## config.mk

```make
export PLATFORM = sky130hd
export DESIGN_NAME = mem_port_arbiter
export DESIGN_NICKNAME = d
export VERILOG_FILES = /design/src/rtl/mem_arb_pkg.sv /design/src/rtl/mem_arb_watchdog.sv /design/src/rtl/mem_port_arbiter.sv
export SDC_FILE = /design/constraint.sdc
export NUM_CORES = 1
export LEC_CHECK = 0
export ABC_AREA = 1
export BUFFER_PORTS_ARGS = -buffer_cell sky130_fd_sc_hd__buf_4
export CAP_MARGIN = 20
export CORE_MARGIN = 2
export CORE_UTILIZATION = 52
export CTS_BUF_LIST = sky130_fd_sc_hd__clkbuf_2 sky130_fd_sc_hd__clkbuf_4 sky130_fd_sc_hd__clkbuf_8
export DETAILED_ROUTE_END_ITERATION = 10
export PLACE_DENSITY = 0.88
export SETUP_SLACK_MARGIN = 0.2
export SLEW_MARGIN = 20
export SYNTH_ARGS = -nofsm -noshare
export SYNTH_HDL_FRONTEND = slang
export SYNTH_SLANG_ARGS = --single-unit
```

## constraint.sdc

```tcl
create_clock -name clock -period 2.5 [get_ports clock]
set_clock_uncertainty 0.15 [all_clocks]
set_input_delay 0.5 -clock clock [delete_from_list [all_inputs] [get_ports clock]]
set_output_delay 0.5 -clock clock [all_outputs]
set_load 0.02 [all_outputs]
```

## src/rtl/mem_arb_pkg.sv

```systemverilog
// ---------------------------------------------------------------------------
// mem_arb_pkg
// Shared types and defaults for the IF/MEM memory port arbiter.
//   arb_state_e : arbiter sequencing states (IDLE, BUSY, RESP)
//   owner_e     : which pipeline stage owns the memory access (OWN_I, OWN_D)
//   MEM_ARB_ADDR_W / MEM_ARB_DATA_W : default address / data widths
// ---------------------------------------------------------------------------
package mem_arb_pkg;

  localparam int unsigned MEM_ARB_ADDR_W = 32;
  localparam int unsigned MEM_ARB_DATA_W = 32;

  typedef enum logic [1:0] {
    IDLE = 2'd0,
    BUSY = 2'd1,
    RESP = 2'd2
  } arb_state_e;

  typedef enum logic {
    OWN_I = 1'b0,
    OWN_D = 1'b1
  } owner_e;

endpackage : mem_arb_pkg

```

## src/rtl/mem_arb_watchdog.sv

```systemverilog
// ---------------------------------------------------------------------------
// mem_arb_watchdog
// Counts cycles the arbiter spends waiting on the memory and flags the cycle
// in which the wait reaches TIMEOUT_CYCLES. Only built when MEM_ARB_TIMEOUT_EN
// is defined.
//   clock     : rising-edge clock
//   reset     : asynchronous, active-low reset
//   clear     : restart the count (asserted on every grant)
//   count_en  : high for every cycle spent in BUSY
//   expired   : high during the TIMEOUT_CYCLES-th BUSY cycle
// ---------------------------------------------------------------------------
module mem_arb_watchdog #(
  parameter int unsigned TIMEOUT_CYCLES = 16
) (
  input  logic clock,
  input  logic reset,
  input  logic clear,
  input  logic count_en,
  output logic expired
);

  // The count holds 0 .. TIMEOUT_CYCLES-1, so clog2 bits are enough.
  localparam int unsigned CNT_W = (TIMEOUT_CYCLES > 2) ? $clog2(TIMEOUT_CYCLES) : 1;
  localparam logic [CNT_W-1:0] CNT_LAST = CNT_W'(TIMEOUT_CYCLES - 1);

  logic [CNT_W-1:0] cnt_q, cnt_d;

  // The count is zero in the first BUSY cycle, so reaching CNT_LAST means
  // this is the TIMEOUT_CYCLES-th cycle without an ack.
  assign expired = count_en && (cnt_q == CNT_LAST);

  always_comb begin
    cnt_d = cnt_q;
    if (clear) begin
      cnt_d = '0;
    end else if (count_en && !expired) begin
      cnt_d = cnt_q + 1'b1;
    end
  end

  always_ff @(posedge clock or negedge reset) begin
    if (!reset) begin
      cnt_q <= '0;
    end else begin
      cnt_q <= cnt_d;
    end
  end

endmodule : mem_arb_watchdog

```

## src/rtl/mem_port_arbiter.sv

```systemverilog
// ---------------------------------------------------------------------------
// mem_port_arbiter
// Shares one single-ported unified memory between the instruction-fetch (IF)
// and data (MEM stage) ports. Each side uses a held req and gets a one-cycle
// ready pulse; the memory side is a req held until a one-cycle ack.
// All outputs are registered.
//
// Optional build macro: MEM_ARB_TIMEOUT_EN
//   defined   : a watchdog ends a BUSY access after TIMEOUT_CYCLES cycles
//               without ack, returning rdata=0 with bus_err pulsed alongside
//               the ready pulse.
//   undefined : BUSY waits for mem_ack indefinitely, bus_err stays 0.
//
// Ports
//   clock, reset                   : clock, asynchronous active-low reset
//   if_req/if_addr                 : fetch request (held until if_ready)
//   if_rdata/if_ready              : fetched word + one-cycle completion
//   dm_req/dm_we/dm_addr/dm_wdata  : load/store request (held until dm_ready)
//   dm_rdata/dm_ready              : load data + one-cycle completion
//   mem_req/mem_we/mem_addr/mem_wdata : memory request side
//   mem_rdata/mem_ack              : memory response side
//   bus_err                        : timeout pulse, coincident with ready
// ---------------------------------------------------------------------------
module mem_port_arbiter
  import mem_arb_pkg::*;
#(
  parameter int unsigned ADDR_W         = MEM_ARB_ADDR_W,
  parameter int unsigned DATA_W         = MEM_ARB_DATA_W,
  parameter int unsigned TIMEOUT_CYCLES = 16
) (
  input  logic              clock,
  input  logic              reset,
  input  logic              if_req,
  input  logic [ADDR_W-1:0] if_addr,
  output logic [DATA_W-1:0] if_rdata,
  output logic              if_ready,
  input  logic              dm_req,
  input  logic              dm_we,
  input  logic [ADDR_W-1:0] dm_addr,
  input  logic [DATA_W-1:0] dm_wdata,
  output logic [DATA_W-1:0] dm_rdata,
  output logic              dm_ready,
  output logic              mem_req,
  output logic              mem_we,
  output logic [ADDR_W-1:0] mem_addr,
  output logic [DATA_W-1:0] mem_wdata,
  input  logic [DATA_W-1:0] mem_rdata,
  input  logic              mem_ack,
  output logic              bus_err
);

  arb_state_e        state_q, state_d;
  owner_e            owner_q, owner_d;
  owner_e            last_owner_q, last_owner_d;
  logic              mem_req_q, mem_req_d;
  logic              mem_we_q, mem_we_d;
  logic [ADDR_W-1:0] mem_addr_q, mem_addr_d;
  logic [DATA_W-1:0] mem_wdata_q, mem_wdata_d;
  logic [DATA_W-1:0] if_rdata_q, if_rdata_d;
  logic [DATA_W-1:0] dm_rdata_q, dm_rdata_d;
  logic              if_ready_q, if_ready_d;
  logic              dm_ready_q, dm_ready_d;
  logic              bus_err_q, bus_err_d;

  logic              grant;
  logic              cand_i, cand_d, pick_d;
  logic              wd_expired;

`ifdef MEM_ARB_TIMEOUT_EN
  mem_arb_watchdog #(
    .TIMEOUT_CYCLES (TIMEOUT_CYCLES)
  ) u_watchdog (
    .clock    (clock),
    .reset    (reset),
    .clear    (grant),
    .count_en (state_q == BUSY),
    .expired  (wd_expired)
  );
`else
  logic unused_timeout_cfg;
  assign unused_timeout_cfg = (TIMEOUT_CYCLES >= 2);
  assign wd_expired         = 1'b0;
`endif

  always_comb begin
    state_d      = state_q;
    owner_d      = owner_q;
    last_owner_d = last_owner_q;
    mem_req_d    = mem_req_q;
    mem_we_d     = mem_we_q;
    mem_addr_d   = mem_addr_q;
    mem_wdata_d  = mem_wdata_q;
    if_rdata_d   = if_rdata_q;
    dm_rdata_d   = dm_rdata_q;
    if_ready_d   = 1'b0;
    dm_ready_d   = 1'b0;
    bus_err_d    = 1'b0;
    grant        = 1'b0;
    cand_i       = 1'b0;
    cand_d       = 1'b0;
    pick_d       = 1'b0;

    case (state_q)
      BUSY: begin
        // Request inputs are ignored here; only the memory can end the access.
        if (mem_ack) begin
          state_d      = RESP;
          mem_req_d    = 1'b0;
          last_owner_d = owner_q;
          if (owner_q == OWN_I) begin
            if_rdata_d = mem_rdata;
            if_ready_d = 1'b1;
          end else begin
            // A store leaves the load data register untouched.
            if (!mem_we_q) begin
              dm_rdata_d = mem_rdata;
            end
            dm_ready_d = 1'b1;
          end
        end else if (wd_expired) begin
          // Abandoned access still counts as served for fairness.
          state_d      = RESP;
          mem_req_d    = 1'b0;
          last_owner_d = owner_q;
          bus_err_d    = 1'b1;
          if (owner_q == OWN_I) begin
            if_rdata_d = '0;
            if_ready_d = 1'b1;
          end else begin
            dm_rdata_d = '0;
            dm_ready_d = 1'b1;
          end
        end
      end

      default: begin
        // IDLE and RESP arbitrate. In RESP the side being answered is masked:
        // its req is still high during its own ready cycle.
        cand_i = if_req && !((state_q == RESP) && (owner_q == OWN_I));
        cand_d = dm_req && !((state_q == RESP) && (owner_q == OWN_D));
        pick_d = cand_d && (!cand_i || (last_owner_q != OWN_D));

        if (cand_i || cand_d) begin
          grant     = 1'b1;
          state_d   = BUSY;
          mem_req_d = 1'b1;
          if (pick_d) begin
            owner_d     = OWN_D;
            mem_addr_d  = dm_addr;
            mem_we_d    = dm_we;
            mem_wdata_d = dm_wdata;
          end else begin
            // Fetches never write; mem_wdata is left as it was.
            owner_d    = OWN_I;
            mem_addr_d = if_addr;
            mem_we_d   = 1'b0;
          end
        end else begin
          state_d = IDLE;
        end
      end
    endcase
  end

  always_ff @(posedge clock or negedge reset) begin
    if (!reset) begin
      state_q      <= IDLE;
      owner_q      <= OWN_I;
      last_owner_q <= OWN_I;
      mem_req_q    <= 1'b0;
      mem_we_q     <= 1'b0;
      mem_addr_q   <= '0;
      mem_wdata_q  <= '0;
      if_rdata_q   <= '0;
      dm_rdata_q   <= '0;
      if_ready_q   <= 1'b0;
      dm_ready_q   <= 1'b0;
      bus_err_q    <= 1'b0;
    end else begin
      state_q      <= state_d;
      owner_q      <= owner_d;
      last_owner_q <= last_owner_d;
      mem_req_q    <= mem_req_d;
      mem_we_q     <= mem_we_d;
      mem_addr_q   <= mem_addr_d;
      mem_wdata_q  <= mem_wdata_d;
      if_rdata_q   <= if_rdata_d;
      dm_rdata_q   <= dm_rdata_d;
      if_ready_q   <= if_ready_d;
      dm_ready_q   <= dm_ready_d;
      bus_err_q    <= bus_err_d;
    end
  end

  assign mem_req   = mem_req_q;
  assign mem_we    = mem_we_q;
  assign mem_addr  = mem_addr_q;
  assign mem_wdata = mem_wdata_q;
  assign if_rdata  = if_rdata_q;
  assign if_ready  = if_ready_q;
  assign dm_rdata  = dm_rdata_q;
  assign dm_ready  = dm_ready_q;
  assign bus_err   = bus_err_q;

endmodule : mem_port_arbiter

```

-- After elaboration in Yosys (flattened, before gate mapping)
Cells that the tools add are included.
- equal/unequal tests: 3
- reductions and logical operators: 17
- multiplexer cells: 15
- bitwise gates (word level): 4
- operators with widths (operator ; count):
    $mux 32 ; 1
    $mux 1 ; 12
    $reduce_and 2->1 ; 3
    $reduce_and 3->1 ; 2
    $logic_and 1x1->1 ; 5
    $mux 2 ; 2
    $not 1->1 ; 4
    $reduce_and 4->1 ; 1
    $logic_not 1->1 ; 3
    $eq 2x1->1 const B ; 1
    $eq 2x2->1 const B ; 1
    $logic_or 1x1->1 ; 2
    $ne 2x2->1 const B ; 1
    $reduce_bool 2->1 ; 1
- flip-flop bits (word level): 136
- output and inout port bits: 133

-- Depth between registers and ports, before layout
- word-level depth: 8
- depth in mapped cells: 9
- mapped depth without buffers: 8

-- Worst setup path before layout
No wires, ideal clock.
- path type: in2reg
- start point: input dm_req
- end point: register mem_addr_q[10] (netlist: mem_addr[10])
- arrival time: 1.215 ns
- stages on the path: 6
- buffers on the path: 1
- slack: 1.018 ns
- setup time: 0.118 ns
- data required time: 2.232 ns
- cells stage by stage: nand2_1 inv_2 clkbuf_1 nand3_1 nand3_1 nand2_1
- cells in the longest elaborated chain, start to end: 3
- elaborated cells on any way between the ends: 5
- ends and longest elaborated chain (element ; line ; text):
    start, declared ; mem_port_arbiter.sv:37 ; input logic dm_req,
    $logic_and 1x1->1 (*) ; mem_port_arbiter.sv:140 ; cand_d = dm_req && !((state_q == RESP) && (owner_q == OWN_D));
    $logic_and 1x1->1 / $logic_or 1x1->1 (equally long branches) ; mem_port_arbiter.sv:141, mem_port_arbiter.sv:143 ;
    $mux 32 / $reduce_and 2->1 (equally long branches) ; -- ;
    end signal, assigned ; mem_port_arbiter.sv:185 ; mem_addr_q <= mem_addr_d;
    end, declared ; mem_port_arbiter.sv:57 ; logic [ADDR_W-1:0] mem_addr_q, mem_addr_d;
Mark *: on every way between the ends. The rest lies on a longest branch, timed or not.
A chain may end at the register's enable or synchronous reset.

-- Worst setup path in the final report
- start point: register state_q[1]
- end point: register mem_wdata_q[25] (netlist: mem_wdata[25])
- cells in the longest elaborated chain, start to end: 8
- elaborated cells on any way between the ends: 14
- ends and longest elaborated chain (element ; line ; text):
    start, declared ; mem_port_arbiter.sv:52 ; arb_state_e state_q, state_d;
    start signal, assigned ; mem_port_arbiter.sv:180 ; state_q <= state_d;
    $eq 2x2->1 ; mem_port_arbiter.sv:139, mem_port_arbiter.sv:140 ;
    $logic_and 1x1->1 ; mem_port_arbiter.sv:139 ; cand_i = if_req && !((state_q == RESP) && (owner_q == OWN_I));
    $logic_not 1->1 ; mem_port_arbiter.sv:139 ;
    $logic_and 1x1->1 ; mem_port_arbiter.sv:139 ;
    $logic_not 1->1 ; mem_port_arbiter.sv:141 ; pick_d = cand_d && (!cand_i || (last_owner_q != OWN_D));
    $logic_or 1x1->1 ; mem_port_arbiter.sv:141 ;
    $logic_and 1x1->1 ; mem_port_arbiter.sv:141 ;
    $reduce_and 3->1 (no line) (*) ; -- ;
    end signal, assigned ; mem_port_arbiter.sv:186 ; mem_wdata_q <= mem_wdata_d;
    end, declared ; mem_port_arbiter.sv:58 ; logic [DATA_W-1:0] mem_wdata_q, mem_wdata_d;
Marked as above.

==> flow_summary.yaml <==
status:
  status: "finished, final reports clean"
setup_path:
  critical_path_class: "reg2reg"
  critPathRequiredTime_ns: 2.71
  worstSetupEndpointType: "register"
  cp_max_fo: 33
  cp-start-kind: "register"
  cp.arrival_ns: 2.14
clock_network:
  insertion_delay_ns: 0.41
  cts_tree: "built"
  htree_levels: 4
  numCtsBuffers: 17
  hold_buffers: 1
  root_buffer: "clkbuf_8"
  cts_resized: 0
  cts_sinks: 136
  cts.path.max_buffers: 2
  path_clk_slew_ns: 0.10
  post-cts-setup-buffers: 0
final_layout:
  ff_latch_area_sq_um: 3400
  fillers: 819
  final_nets: 1078
  drive_above_1_share_pct: 33.8
  multiInputGateArea_sq_um: 1740
  n_antenna_cell: 0
  syn_to_final_growth_pct: 43.7
timing:
  setup_ws_ns: 0.571
  tns_ns: 0
  post-route-min-period_ns: 1.93
  finalHoldViolCount: 0
  finalSetupViolations: 0
  fmax_mhz: 518
  slew_headroom_pct: 61.2
  tightest_slew_ns: 0.581
  drv_slew: 0
  fin_crit_sh_pct: 77.2
  hold-worst-slack_ns: 0.112
  rsz0062_at_grt: "no"
route:
  via_per_inst: 4.88
  drt_wl_total_um: 15700
  routed-via-count: 5349
  drc: 0
  drt-initial-drc-count: 305
  first_pass_iters: 7
  wl_per_cell_um: 14.3
  drtAntennaViolNets: 0
grt:
  antenna_found_initial: 0
  grt_pass1_wl_um: 24400
  grt_max_degree: 56
  first_global_vias: 5234
  grt_usage_pct: 26.8
  overflow: 0
floorplan:
  core_sq_um: 10800
  start_util_pct: 52.9
  die_y_um: 109
  rows: 38
  die_x_um: 109
  pin_count: 267
  die_area_sq_um: 11800
logic_synthesis:
  synth_top_area_share_pct: 59.6
  synthTopCellsByCount: "nand2_1, dfrtp_1, inv_1"
  netlist_top_cells_area: "dfrtp_1, nand2_1, inv_1, nand3_1, o21ai_0"
  yosys_warnings: 0
  synth_cells: 682
  synth_flop_cell: "dfrtp_1"
  ys_seq_area_share_pct: 59.6
  async_reset_ff_share_pct: 100
  yosysMostFrequentCell: "nand2_1"
  synth_edf_count: 0
  yosysUniqueCellTypes: 19
  synth_nets: 816
  avgSynthCellArea_sq_um: 8.38
  yosys.area.top_type: "dfrtp_1"
  synth_seq_cells: 136
  syn_area_sq_um: 5710
worst_hold_path:
  holdCritPathClass: "in2reg"
flow_run:
  drv_cap: 0
placement:
  preCtsSetupSlack_ns: 0.527
  portBuffers: 265
  hpwl_um: 11500
  place.gp.congestion: 0.844
power:
  power_w: 0.0107
  p_leak_nw: 4.79
  p_per_area_nw_per_um2: 1300
  irDropWorstVdd_mv: 0.827
## state kept, by name (all words and copies together) (netlist names), 2 cells and up
name	count
state_q	2
if_rdata	32
mem_addr	32
mem_wdata	32
dm_rdata	32
## final cells by class
cell class                 count  share of cell area, %
clock buffer                  17                   2.85
clock inverter                15                   1.81
inverter                     105                   4.80
multi-input combinational    406                   21.2
sequential                   136                   41.4
tap                          140                   2.13
timing repair buffer         278                   25.8
## metrics by stage
| step | cells | cell area [sq um] | utilization (%) |
|---|---|---|---|
| 2_1_floorplan | 682 | 5710 | - |
| 3_3_place_gp | 1064 | 7820 | 72.5 |
| 3_5_place_dp | 1064 | 7820 | 72.5 |
| 4_1_cts | 1097 | 8210 | 76.1 |
| 5_1_grt | 1097 | 8210 | 76.1 |
| 6_report | 1097 | 8210 | 76.1 |
## cell usage in the layout, fill, tap and decap left out
cell type	instances
inv_8	6
nand3_2	2
nor2_1	2
o21a_1	1
nand2_1	262
clkbuf_8	17
o21ai_1	26
o21ai_0	40
conb_1	1
inv_1	99
dlygate4sd3_1	1
nor2_4	2
buf_6	1
buf_12	2
clkinvlp_4	1
inv_2	6
inv_6	6
clkinv_8	1
dfrtp_1	136
a21oi_4	1
clkinv_2	1
nand2_2	2
buf_4	274
nor2_2	1
nand3_1	66
## cell families (layout without fill, tap and decap cells)
| family | Yosys count | in the layout | synth area share (%) |
|---|---|---|---|
| buffers and inverters | 140 | 415 | 9.98 |
| AOI/OAI and AO/OA | 68 | 68 | 6.20 |
| and+or+nand+nor | 337 | 337 | 24.2 |
| DFF | 136 | 136 | 59.6 |
| other | 1 | 1 | 0.0656 |
## path summary, 6_finish.rpt
kind	from	to	slack, ns	depth (start not counted)
worst max-delay path	state_q[1]$_DFFE_PN0P_	mem_wdata[25]$_DFFE_PN0P_	0.57	7
worst min-delay path	dm_wdata[29]	mem_wdata[29]$_DFFE_PN0P_	0.11	3
worst max register to register	state_q[1]$_DFFE_PN0P_	mem_wdata[25]$_DFFE_PN0P_	0.57	7
worst min register to register	dm_rdata[7]$_DFFE_PN0P_	dm_rdata[7]$_DFFE_PN0P_	0.34	2
max in group asynchronous	reset	mem_wdata[18]$_DFFE_PN0P_	1.13	3
min in group asynchronous	reset	mem_addr[11]$_DFFE_PN0P_	0.42	2
## critical path: stages (launching register included)
cell and delay (ns):
dfrtp_1 0.43, nand3_1 0.11, nand2_1 0.12, inv_2 0.26
nand3_2 0.15, inv_2 0.42, nand2_1 0.13, nand2_1 0.10
## where the power goes
group	leakage, nW	switching [W]	internal, W	total [W]
clock network	0.197	0.000991	0.000752	0.00174
logic	2.90	0.00303	0.00202	0.00505
registers	1.69	0.000624	0.00323	0.00386
## per-layer routing
layer  GRT usage (%)  wire length, um
met5               0                0
met4            10.4              398
met3            7.77             1250
met2            46.7             8000
met1            31.1             6010
Note: power is estimated with default switching activity, not from simulation.
